File: src/rtl/masked_concat_pipe.sv
// Forms {hi, ~lo}, combines it with mask by mode, and carries it through a DEPTH-stage valid/ready pipe.
// Latency DEPTH-1 edges from accept to out_valid; ready chain is combinational from out_ready, stalls hold data.
module masked_concat_pipe #(
  parameter int WIDTH = 2,
  parameter int DEPTH = 2,
  parameter int CNT_W = 8
) (
  input  logic                   clock,
  input  logic                   reset,
  input  logic                   in_valid,
  output logic                   in_ready,
  input  logic [WIDTH/2-1:0]     hi,
  input  logic [WIDTH/2-1:0]     lo,
  input  logic [WIDTH-1:0]       mask,
  input  logic [1:0]             mode,
  output logic                   out_valid,
  input  logic                   out_ready,
  output logic [WIDTH-1:0]       out_data,
  output logic                   out_zero,
  input  logic                   count_clr,
  output logic [CNT_W-1:0]       match_count
);

  localparam logic [1:0] MODE_AND  = 2'b00;
  localparam logic [1:0] MODE_OR   = 2'b01;
  localparam logic [1:0] MODE_XOR  = 2'b10;

  logic [WIDTH-1:0] concat;
  logic [WIDTH-1:0] result;

  logic [DEPTH-1:0]             valid_q;
  logic [DEPTH-1:0]             valid_d;
  logic [DEPTH-1:0][WIDTH-1:0]  data_q;
  logic [DEPTH-1:0][WIDTH-1:0]  data_d;
  logic [DEPTH-1:0]             load;
  logic [DEPTH-1:0]             src_vld;
  logic [DEPTH-1:0][WIDTH-1:0]  src_dat;

  logic [CNT_W-1:0] cnt_q;
  logic [CNT_W-1:0] cnt_d;
  logic             xfer_out;
  logic             cnt_inc;

  assign concat = {hi, ~lo};

  always_comb begin
    result = concat;
    case (mode)
      MODE_AND: result = concat & mask;
      MODE_OR:  result = concat | mask;
      MODE_XOR: result = concat ^ mask;
      default:  result = concat;
    endcase
  end

  // A stage may load if it or any stage downstream of it is empty, or the output drains.
  always_comb begin
    logic empty_below;
    empty_below = 1'b0;
    load        = '0;
    for (int k = DEPTH - 1; k >= 0; k--) begin
      empty_below = empty_below | ~valid_q[k];
      load[k]     = empty_below | out_ready;
    end
  end

  assign src_vld[0] = in_valid;
  assign src_dat[0] = result;

  for (genvar k = 1; k < DEPTH; k++) begin : g_src
    assign src_vld[k] = valid_q[k-1];
    assign src_dat[k] = data_q[k-1];
  end

  // Bubbles propagate as invalid but leave the previous data in place.
  always_comb begin
    valid_d = valid_q;
    data_d  = data_q;
    for (int k = 0; k < DEPTH; k++) begin
      if (load[k]) begin
        valid_d[k] = src_vld[k];
        if (src_vld[k]) begin
          data_d[k] = src_dat[k];
        end
      end
    end
  end

  always_ff @(posedge clock or posedge reset) begin
    if (reset) begin
      valid_q <= '0;
      data_q  <= '0;
    end else begin
      valid_q <= valid_d;
      data_q  <= data_d;
    end
  end

  assign in_ready  = load[0];
  assign out_valid = valid_q[DEPTH-1];
  assign out_data  = data_q[DEPTH-1];
  assign out_zero  = valid_q[DEPTH-1] && (data_q[DEPTH-1] == '0);

  assign xfer_out = valid_q[DEPTH-1] && out_ready;
  assign cnt_inc  = xfer_out && (data_q[DEPTH-1] != '0);

  // Clear takes priority over a coincident increment; the counter sticks at all-ones.
  always_comb begin
    cnt_d = cnt_q;
    if (count_clr) begin
      cnt_d = '0;
    end else if (cnt_inc && (cnt_q != {CNT_W{1'b1}})) begin
      cnt_d = cnt_q + CNT_W'(1);
    end
  end

  always_ff @(posedge clock or posedge reset) begin
    if (reset) begin
      cnt_q <= '0;
    end else begin
      cnt_q <= cnt_d;
    end
  end

  assign match_count = cnt_q;

endmodule

File: config.mk
export PLATFORM = sky130hd
export DESIGN_NAME = masked_concat_pipe
export DESIGN_NICKNAME = d
export VERILOG_FILES = /design/src/rtl/masked_concat_pipe.sv
export SDC_FILE = /design/constraint.sdc
export NUM_CORES = 1
export LEC_CHECK = 0
export ABC_AREA = 1
export BUFFER_PORTS_ARGS = -buffer_cell sky130_fd_sc_hd__clkbuf_2
export CORE_MARGIN = 5
export CORE_UTILIZATION = 55
export DETAILED_ROUTE_END_ITERATION = 12
export PLACE_DENSITY = 0.87
export SYNTH_ARGS = -nofsm -noshare
export SYNTH_HDL_FRONTEND = slang
export SYNTH_SLANG_ARGS = --single-unit
File: constraint.sdc
create_clock -name clock -period 3 [get_ports clock]
set_clock_uncertainty 0.2 [all_clocks]
set_input_delay 0.6 -clock clock [delete_from_list [all_inputs] [get_ports clock]]
set_output_delay 0.6 -clock clock [all_outputs]
set_load 0.005 [all_outputs]
==> run summary, run 1 <==
The run finished with clean final reports. The max-capacitance violation count is 0. The critical path in this run is classified as reg -> out.

For this run, the top clock speed supported by timing is 545 MHz. The total non-filler cell area in the finished layout came out at 1070 um2. Leaving out fill and tap cells, the most frequent cell in the layout is nand2_1. The count of endpoints failing setup in the final report is 0. Dividing total power by cell area gives a power density of 435 nW/um2. In this run the worst path has a maximum fanout of 5. In this run the number of H-tree levels came out at 1. The number of global-route vias before repair was 777. The endpoint arrival time on the critical path came out at 1030 ps. The final layout net count is 165.

0 antenna diodes ended up in the layout. The die boundary height came out at 51.2 um. In the final routed layout, each cell accounts on average for 11.4 um. The global placer's final weighted congestion came out at 0.855. The number of antenna violations at the first check in global routing came out at 0.

The peak supply drop is 304 uV. The min-delay analysis places its worst path in the category in -> async. For the pin with the worst max-slew slack, the measured transition is 515 ps. Clock tree synthesis selected as its root buffer the cell clkbuf_4. The detailed-placement wirelength estimate is 1500 um. The area growth from synthesis to layout is 15.3%.

For the worst-skew pair, the clock arrives at the later sink with an insertion delay of 280 ps. The biggest area contributor in the post-synthesis netlist is dfrtp_1. The die footprint came out at 2620 um2. The via count normalized by instance count came out at 5.11. The post-route clock period utilization is 0.611.

Leaving out fill and tap cells, the most frequent cells in the layout are nand2_1, clkbuf_2, inv_1. Of the post-synthesis cell area, the dominant cell type holds 0.376. In this run the tightest slew margin relative to its limit is 0.657. The area of combinational cells with multiple inputs is 482 um2.

The number of failing hold endpoints at the final stage is 0. The final setup TNS came out at 0 ps. The largest net degree at the start of global routing came out at 15. The number of buffers inserted by hold repair at cts is 0. By area the synthesized netlist is led by dfrtp_1, nand2_1, nand3_1. The die outline width is 51.2 um. After global routing the overflow that remains totals 0. The remaining routing DRC violations came out at 0. The post-CTS clock slew at the launch and capture registers of the worst setup and hold paths came out at 80 ps. The routed design has 1860 um of wire. The mean instance size in the synthesized netlist is 7.58 um2. In the final layout, flip-flops and latches occupy 350 um2. The post-layout total power came out at 468 uW. The clock passes through at most 2 buffers.

The count of nets left with antenna violations once routing finished came out at 0. The count of filler cells inserted in the layout is 136. For this run, the number of Yosys warnings is 0. TritonCTS built the clock tree. The register-to-register setup slack came out at 1400 ps. The worst setup path is launched from a flop.

The number of cell rows came out at 14. The post-synthesis net count came out at 139. The starting utilization of the core area is 0.598.

Post-CTS repair changed the size of 0 cells. The kind of end point of the critical path is an output pin. The share of post-route cells with drive strength above 1 is 0.259. At the worst endpoint, the required time is 2200 ps. The number of violations reported at the end of detailed-routing iteration 0 came out at 28. Setup repair after global routing left no endpoint under its margin. The number of max-slew violations in the final report is 0.

The static power due to leakage came out at 0.605 nW. The post-CTS setup repair buffer count is 0. The all-layer global routing usage is 0.159. The combined area of all synthesized cells came out at 932 um2. CTS saw 14 sinks. The count of input and output buffers is 23.

In this run the cell area measured after placement is 1050 um2. In this run the count of I/O pins placed on the die edge is 24. The number of distinct library cells after synthesis came out at 24. The minimum period implied by the final worst setup slack is 1830 ps.

The wire length of the first global-routing pass is 3190 um. The number of instances in the synthesized netlist came out at 123. The iteration count of the initial detailed-routing pass came out at 4. The flip-flop and latch count after synthesis came out at 14. The total via count after detailed routing came out at 833. The number of clock buffers inserted by TritonCTS is 3. The core footprint is 1560 um2.

The part of the Yosys area used for sequential elements is 0.376.
==> synth_stat cells <==
library cell	count
nor3b_1	1
buf_4	2
xor2_1	1
nand2_2	2
o21ai_0	3
a21o_1	1
a21oi_2	1
a21oi_4	1
nand3_1	16
nor2_1	16
bufinv_8	1
nand3_2	1
nand4_1	1
a21oi_1	3
nand3b_1	1
nor2_2	1
inv_1	17
nand2_1	29
ha_1	5
dfrtp_1	14
o21ai_2	2
nand2_4	2
o2111ai_1	1
inv_2	1
==> report_power, final <==
| part | internal, mW | switching [mW] | leakage [nW] |
|---|---|---|---|
| combinational | 0.0517 | 0.0778 | 0.410 |
| clock | 0.0465 | 0.0580 | 0.0138 |
| sequential | 0.213 | 0.0207 | 0.181 |
| total | 0.311 | 0.156 | 0.605 |
==> critical path, stage by stage (launching register included) <==
cell	delay, ps
dfrtp_1	410
nor3b_1	210
clkbuf_2	140
==> registers in the layout (all words and copies together) (netlist names) <==
register     flops
out_data         2
match_count      8
valid_q          2
data_q           2
==> worst paths after layout <==
kind,start,endpoint,cells past startpoint
worst max-delay path,valid_q[1],out_zero,2
worst min register to register,data_q[1],data_q[1],2
min in group clock,data_q[1],data_q[1],2
worst min-delay path,reset,match_count[4],2
max in group asynchronous,reset,data_q[1],2
worst max register to register,match_count[1],match_count[0],8
==> logic make-up (layout without fill, tap and decap cells) <==
group	Yosys count	after routing	share of synthesized area
and+or+nand+nor	70	70	0.345
xor gates and xnor gates	1	1	0.00940
buffers and inverters	21	45	0.107
AOI/OAI and AO/OA	12	12	0.0953
DFF	14	14	0.376
adders and majority gates	5	5	0.0671
==> metrics by stage <==
stage | utilization | setup WS [ps] | cells | hold WS [ps]
6_report | 0.689 | 1170 | 163 | 121
5_1_grt | 0.689 | 1070 | 163 | 167
4_1_cts | 0.689 | 1150 | 163 | 137
3_5_place_dp | 0.675 | 1220 | 160 | 275
3_3_place_gp | 0.675 | 1240 | 160 | 266
2_1_floorplan | - | 1450 | 123 | 250
==> per-layer routing <==
metal,global-route usage,vias up,part of all wire
li1,-,441,-
met1,0.200,363,0.44
met2,0.262,27,0.50
met3,0.0349,2,0.052
met4,0.0717,0,0.012
met5,0,-,0
==> cell type report <==
type | instances | share of cell area
multi-input cells | 88 | 0.448
flip-flops and latches | 14 | 0.326
repair buffers | 23 | 0.107
inverters | 19 | 0.0792
clock buffers | 3 | 0.0210
well taps | 16 | 0.0186
Power figures use the tool's default switching activity.
==> run 2, diff against run 1 <==
--- a/config.mk
+++ b/config.mk
@@ -5,12 +5,12 @@
 export SDC_FILE = /design/constraint.sdc
 export NUM_CORES = 1
 export LEC_CHECK = 0
-export ABC_AREA = 1
+export ABC_AREA = 0
 export BUFFER_PORTS_ARGS = -buffer_cell sky130_fd_sc_hd__clkbuf_2
 export CORE_MARGIN = 5
-export CORE_UTILIZATION = 55
+export CORE_UTILIZATION = 49
 export DETAILED_ROUTE_END_ITERATION = 12
-export PLACE_DENSITY = 0.87
+export PLACE_DENSITY = 0.81
 export SYNTH_ARGS = -nofsm -noshare
 export SYNTH_HDL_FRONTEND = slang
 export SYNTH_SLANG_ARGS = --single-unit
==> constraint.sdc (replaced) <==
create_clock -name clock -period 1.8 [get_ports clock]
set_clock_uncertainty 0.2 [all_clocks]
set_input_delay 0.36 -clock clock [delete_from_list [all_inputs] [get_ports clock]]
set_output_delay 0.36 -clock clock [all_outputs]
set_load 0.005 [all_outputs]
==> run summary, run 2 <==
The flow ran to the end, and the final reports show no timing, DRC or antenna violations. The max-capacitance violation count is 0. The number of flops mapped to enable cells by yosys came out at 0. The total via count after detailed routing is 694. The global placer's final weighted congestion is 0.781. In the global route stage, overall resource usage came out at 0.149. In this run, distinct cell masters in the synthesized netlist total 29. The mean instance size in the synthesized netlist is 10.5 um2. The peak supply drop came out at 483 uV. The worst-margin pin slew is 530 ps. The detailed-placement wirelength estimate is 1250 um. The delay of the slowest cell on the worst path is 380 ps. The synthesized design spends more area on one cell type than any other, namely dfrtp_1. The combined area of all synthesized cells came out at 830 um2.

Setup violations remaining at the end of the flow were counted as 0. The required time at the endpoint of the critical path is 1770 ps. The number of clock buffers inserted by TritonCTS is 3.

The area taken by flip-flops and latches came out at 350 um2. The first global-routing pass estimated 2860 um of wire. The core occupancy in the finished layout is 0.662. The kind of cell adding the most delay to the critical path is compound AO/OA/AOI/OAI gates.

By startpoint and endpoint, the worst setup path is classified as reg -> reg. The part of the Yosys area used for sequential elements is 0.422. The main flop type after synthesis is dfrtp_1. The remaining routing DRC violations came out at 0.

The power density of the placed cells is 777 nW/um2. The worst slack at placement is -19.2 ps. The die outline width is 51.1 um. The share of post-route cells with drive strength above 1 came out at 0.370. By count the netlist is led by dfrtp_1, inv_1, nand2_1. The design draws 802 uW. TritonCTS built the clock tree.

The number of max-slew violations in the final report is 0. The static power due to leakage is 0.520 nW. The final layout net count came out at 125.

The highest fanout seen on the critical path came out at 5. The die is 51.1 um tall. The first routing iteration left 6 violations.

The area growth from synthesis to layout is 24.4%. The kind of end point of the critical path is a flop. The number of instances in the synthesized netlist is 79.

The total global routing overflow came out at 0. The top achievable clock speed is 577 MHz. The number of diodes added for antenna fixing is 0. Ranked by total cell area, the synthesized netlist is headed by dfrtp_1, ha_1, mux2_2. Clock tree synthesis found a total of 14 sinks. The iteration count of the initial detailed-routing pass came out at 4. The number of global-route vias before repair came out at 687. The core footprint is 1560 um2.

For this design, the slowest cell found on the critical path is dfrtp_1. The flip-flop count of the largest register, all copies and words added came out at 8. The routed wire length is 1690 um. The number of H-tree levels is 1. The root buffer cell chosen for the clock tree is clkbuf_4. The class of the most critical hold timing path is in -> reg. The number of failing hold endpoints at the final stage is 0.

24 I/O pins were placed. The buffer depth of the longest clock path is 2. The worst-skew pair later-pin latency is 290 ps. The count of input and output buffers came out at 23. The die covers 2620 um2.

Fill cells in the final layout number 127. The area of combinational cells with multiple inputs came out at 444 um2. The worst setup path is launched from a flop. The endpoint arrival time on the critical path came out at 1710 ps.

The critical path buffer and inverter count came out at 1. The most common library cell in the layout ignoring fill and taps is clkbuf_2. Setup total negative slack on the finished layout was measured at 0 ps. The count of warnings emitted by yosys came out at 0. Walking the worst path, the cells encountered are ha_2 -> nand4_4 -> buf_4 -> o41ai_1 -> o41a_1 -> nor2_1. The minimum period implied by the final worst setup slack came out at 1730 ps.

The most common cell in the synthesized netlist is dfrtp_1. The largest net degree at the start of global routing is 15. The routed length per instance is 13.6 um. The worst relative slew slack came out at 0.646.

The post-route clock period utilization came out at 0.963. The post-synthesis net count came out at 95. For this configuration, the core starts out at a cell density of 0.532. Row generation in the floorplan step produced 14 rows. The remaining number of nets flagged by the antenna check after routing is 0. The flip-flop and latch count after synthesis is 14. In the layout the commonest cells are clkbuf_2, dfrtp_1, nand2_1, inv_1, nor2_1. The number of antenna violations at the first check in global routing came out at 0. The via count normalized by instance count is 5.60. The portion of synthesized cell area occupied by the leading cell type is 0.422. In the post-route analysis, the smallest setup slack over all paths is 66.3 ps.

The post-CTS clock slew at the launch and capture registers of the worst setup and hold paths is 90 ps. The proportion of synthesized flip-flops having asynchronous set or reset is 1.00.
==> run 2: cell count changes after synthesis, sizes merged, moves of 2 or more <==
cell    change
a21oi       -4
xor2        +2
nand2      -26
nor2       -11
inv        -11
nand2b      +2
nand3      -15
o211ai      +4
mux2        +4
or4         +2
mux2i       +2
==> run 2: cell type report <==
cell class,count,area share
clock buffers,4,0.0352
flip-flops and latches,14,0.339
inverters,7,0.0255
repair buffers,28,0.150
multi-input cells,55,0.430
well taps,16,0.0194
==> run 2: worst paths after layout <==
kind	startpoint	end	slack, ps	cells past startpoint
min in group asynchronous	reset	match_count[2]	440	3
max in group asynchronous	reset	valid_q[1]	600	3
min reg2reg	valid_q[0]	valid_q[1]	290	1
max	match_count[1]	match_count[6]	70	6
max reg2reg	match_count[1]	match_count[6]	70	6
min	in_valid	valid_q[0]	80	2
==> run 2: where the power goes <==
| group | total [mW] | switching [mW] | internal, mW |
|---|---|---|---|
| Combinational | 0.187 | 0.0840 | 0.103 |
| Clock | 0.230 | 0.107 | 0.123 |
| Sequential | 0.385 | 0.0362 | 0.349 |
| Total | 0.802 | 0.227 | 0.575 |
==> run 2: stage by stage <==
step                hold WS, ps  std cells  instance area [um2]
global placement            211        118                  968
global route               57.5        124                 1030
detailed placement          208        118                  968
floorplan                  49.2         79                  830
finish                     75.4        124                 1030
CTS                        69.7        123                 1010
==> run 2: logic make-up (layout without fill, tap and decap cells) <==
group	count (synthesis)	after routing	synth area share
mux	7	7	0.106
buf+inv	10	39	0.0543
fa+ha+maj	5	5	0.0754
flops	14	14	0.422
compound gates	14	14	0.131
xor+xnor	3	3	0.0317
simple gates	26	26	0.180
==> run 2: repair_timing <==
item                                    4_1_cts  5_1_grt
endpoints found under the setup margin        0        7
endpoints found under the hold margin        14        0
gates resized for setup                       0        2
hold buffers                                  1        0
buffers inserted                              0        1
==> run 2: per-layer routing <==
metal / global-route usage / routed length [um] / vias to the layer above
met5: 0 / 0 / -
met4: 0.130 / 59 / 0
met3: 0.0233 / 91 / 5
met2: 0.242 / 815 / 27
met1: 0.170 / 725 / 324
li1: - / - / 338
==> run 3, diff against run 2 <==
--- a/config.mk
+++ b/config.mk
@@ -10,6 +10,7 @@
 export CORE_MARGIN = 5
 export CORE_UTILIZATION = 49
 export DETAILED_ROUTE_END_ITERATION = 12
+export GPL_TIMING_DRIVEN = 0
 export PLACE_DENSITY = 0.81
 export SYNTH_ARGS = -nofsm -noshare
 export SYNTH_HDL_FRONTEND = slang
==> run summary, run 3 (synthesis results as in run 2) <==
The flow ran to the end, and the final reports show no timing, DRC or antenna violations. The number of H-tree levels is 1. The highest metal layer carrying signal wires in the routed design is met4. The starting utilization of the core area is 0.532.

The top achievable clock speed came out at 574 MHz. The die outline width is 51.1 um. The global placer's final weighted congestion came out at 0.742. The cell internal power dissipation is 585 uW. Once layout is complete, the utilization of the core stands at 0.673. The routed length per instance came out at 13.0 um.

After detailed placement, the design holds a cell count of 117. For this design, the slowest cell found on the critical path is or4_4. The number of max-slew violations in the final report is 0. The worst relative slew slack came out at 0.632. The worst-skew pair later-pin latency came out at 280 ps. The repair_antennas step left the layout with diodes totalling 0.

The total routed wire length on the met1 layer came out at 723 um. The fraction of power consumed by sequential logic came out at 0.477. The delay of the slowest cell on the worst path is 490 ps.

The largest net degree at the start of global routing came out at 15. For the worst setup path, the data arrival time is 1750 ps. The class of the most critical hold timing path is in -> reg.

Max-cap violations in this run came to 0. The routed wire length came out at 1620 um. The all-layer global routing usage is 0.136. The number of antenna violations at the first check in global routing is 0. The number of clock buffers inserted by TritonCTS is 3. The number of failing hold endpoints at the final stage is 0.

The buffer type at the clock tree root is clkbuf_4. In this run the power density over the cells is 775 nW/um2. The kind of cell adding the most delay to the critical path is simple AND/OR/NAND/NOR gates. The die footprint came out at 2620 um2. The share of total power dissipated in the clock network is 0.280. Detailed routing placed a total of 80 um of wire on met3. The minimum period implied by the final worst setup slack is 1740 ps. For the pin with the worst max-slew slack, the measured transition is 551 ps. The count of input and output buffers is 22. The final cell count without fillers came out at 124. The total via count after detailed routing came out at 696.

The top cell types in the final layout, fill and taps aside, are clkbuf_2, dfrtp_1, nand2_1, inv_1, nor2_1. After clock tree synthesis, the clock-pin slew on the worst setup and hold paths is 90 ps. The required time at the endpoint of the critical path is 1810 ps. The clock tree from TritonCTS is done.

The wire length of the first global-routing pass came out at 2700 um. The met2 wirelength from detailed routing came out at 785 um. Setup repair after global routing left no endpoint under its margin. The type of the setup path with the least slack is reg -> reg. The via count normalized by instance count came out at 5.61. The number of cell rows came out at 14.

The core footprint is 1560 um2. The iteration count of the initial detailed-routing pass is 4. The detailed-placement wirelength estimate came out at 1260 um. The share of post-route cells with drive strength above 1 came out at 0.389.

The number of global-route vias before repair was 648. The power share of the combinational group is 0.242. Of the total power, the share spent switching nets is 0.280.

Setup violations remaining at the end of the flow were counted as 0. Summed over all cells, the static leakage comes to 0.518 nW. The most common library cell in the layout ignoring fill and taps is clkbuf_2. The kind of end point of the critical path is a flop. The flip-flop count of the largest register, all copies and words added came out at 8. The total global routing overflow is 0. The switching power of the nets is 228 uW. The highest fanout seen on the critical path came out at 6. The remaining number of nets flagged by the antenna check after routing is 0. The post-route clock period utilization is 0.968. For this block, the initial DRC count from the detailed router was 7. The area growth from synthesis to layout is 26.5%. The remaining routing DRC violations is 0. The number of clock sinks seen by CTS is 14.

From bottom edge to top edge, the die measures 51.1 um. The number of top-level design ports is 24. The element type at the critical path start is a flop. The final layout contains 125 nets. The peak supply drop is 559 uV.

The critical path buffer and inverter count is 0. Walking the worst path, the cells encountered are ha_4 -> nand4_4 -> o21ai_4 -> or4_4 -> a21oi_2. The buffer depth of the longest clock path came out at 2.
## run 3: what timing repair did
action | in CTS | in global routing
setup buffers | 1 | 1
gates resized for setup | 1 | 5
hold endpoints to repair | 14 | 0
pin swaps | 0 | 1
hold buffers | 1 | 0
endpoints found under the setup margin | 1 | 1
## run 3: power by group through the flow
stage / Clock [mW] / Combinational (mW) / Sequential [mW]
after floorplan: 0 / 0.118 / 0.386
after global placement: 0 / 0.174 / 0.390
after global routing: 0.247 / 0.221 / 0.394
after detailed placement: 0 / 0.181 / 0.393
final: 0.228 / 0.197 / 0.388
after CTS: 0.235 / 0.194 / 0.384
## run 3: worst register-to-register path: stages (launching register included)
cell     delay, ps
dfrtp_2        450
ha_4           180
nand4_4        110
o21ai_4        100
or4_4          490
a21oi_2        150
## run 3: cell type report
type	count	area [um2]
Buffer	3	18.8
Clock buffer	4	36.3
Fill cell	138	509
Inverter	7	26.3
Multi-Input combinational cell	55	462
Sequential cell	14	352
Tap cell	16	20.0
Timing Repair Buffer	25	135
## run 3: stage by stage
stage	hold WS, ps	TNS (ps)	setup slack [ps]	area, um2	power (mW)
3_3_place_gp	205	0	5.84	960	0.563
4_1_cts	71.6	0	7.86	1020	0.813
5_1_grt	85.0	0	15.0	1050	0.861
6_report	86.4	0	57.0	1050	0.813
2_1_floorplan	49.2	0	40.3	830	0.504
3_5_place_dp	218	-63.4	-48.6	960	0.574
## run 3: routing by layer
| metal | track usage | vias up |
|---|---|---|
| met5 | 0 | - |
| met4 | 0.0807 | 0 |
| met3 | 0.0174 | 2 |
| met2 | 0.238 | 21 |
| met1 | 0.157 | 331 |
| li1 | - | 342 |
## run 3: worst paths after layout
kind / endpoint / slack, ps / startpoint / cells past startpoint
worst max register to register: match_count[5] / 60 / match_count[1] / 5
worst max-delay path: match_count[5] / 60 / match_count[1] / 5
max in group asynchronous: match_count[1] / 560 / reset / 3
worst min register to register: valid_q[1] / 300 / valid_q[0] / 1
worst min-delay path: valid_q[0] / 90 / in_valid / 2
min in group asynchronous: match_count[0] / 450 / reset / 3
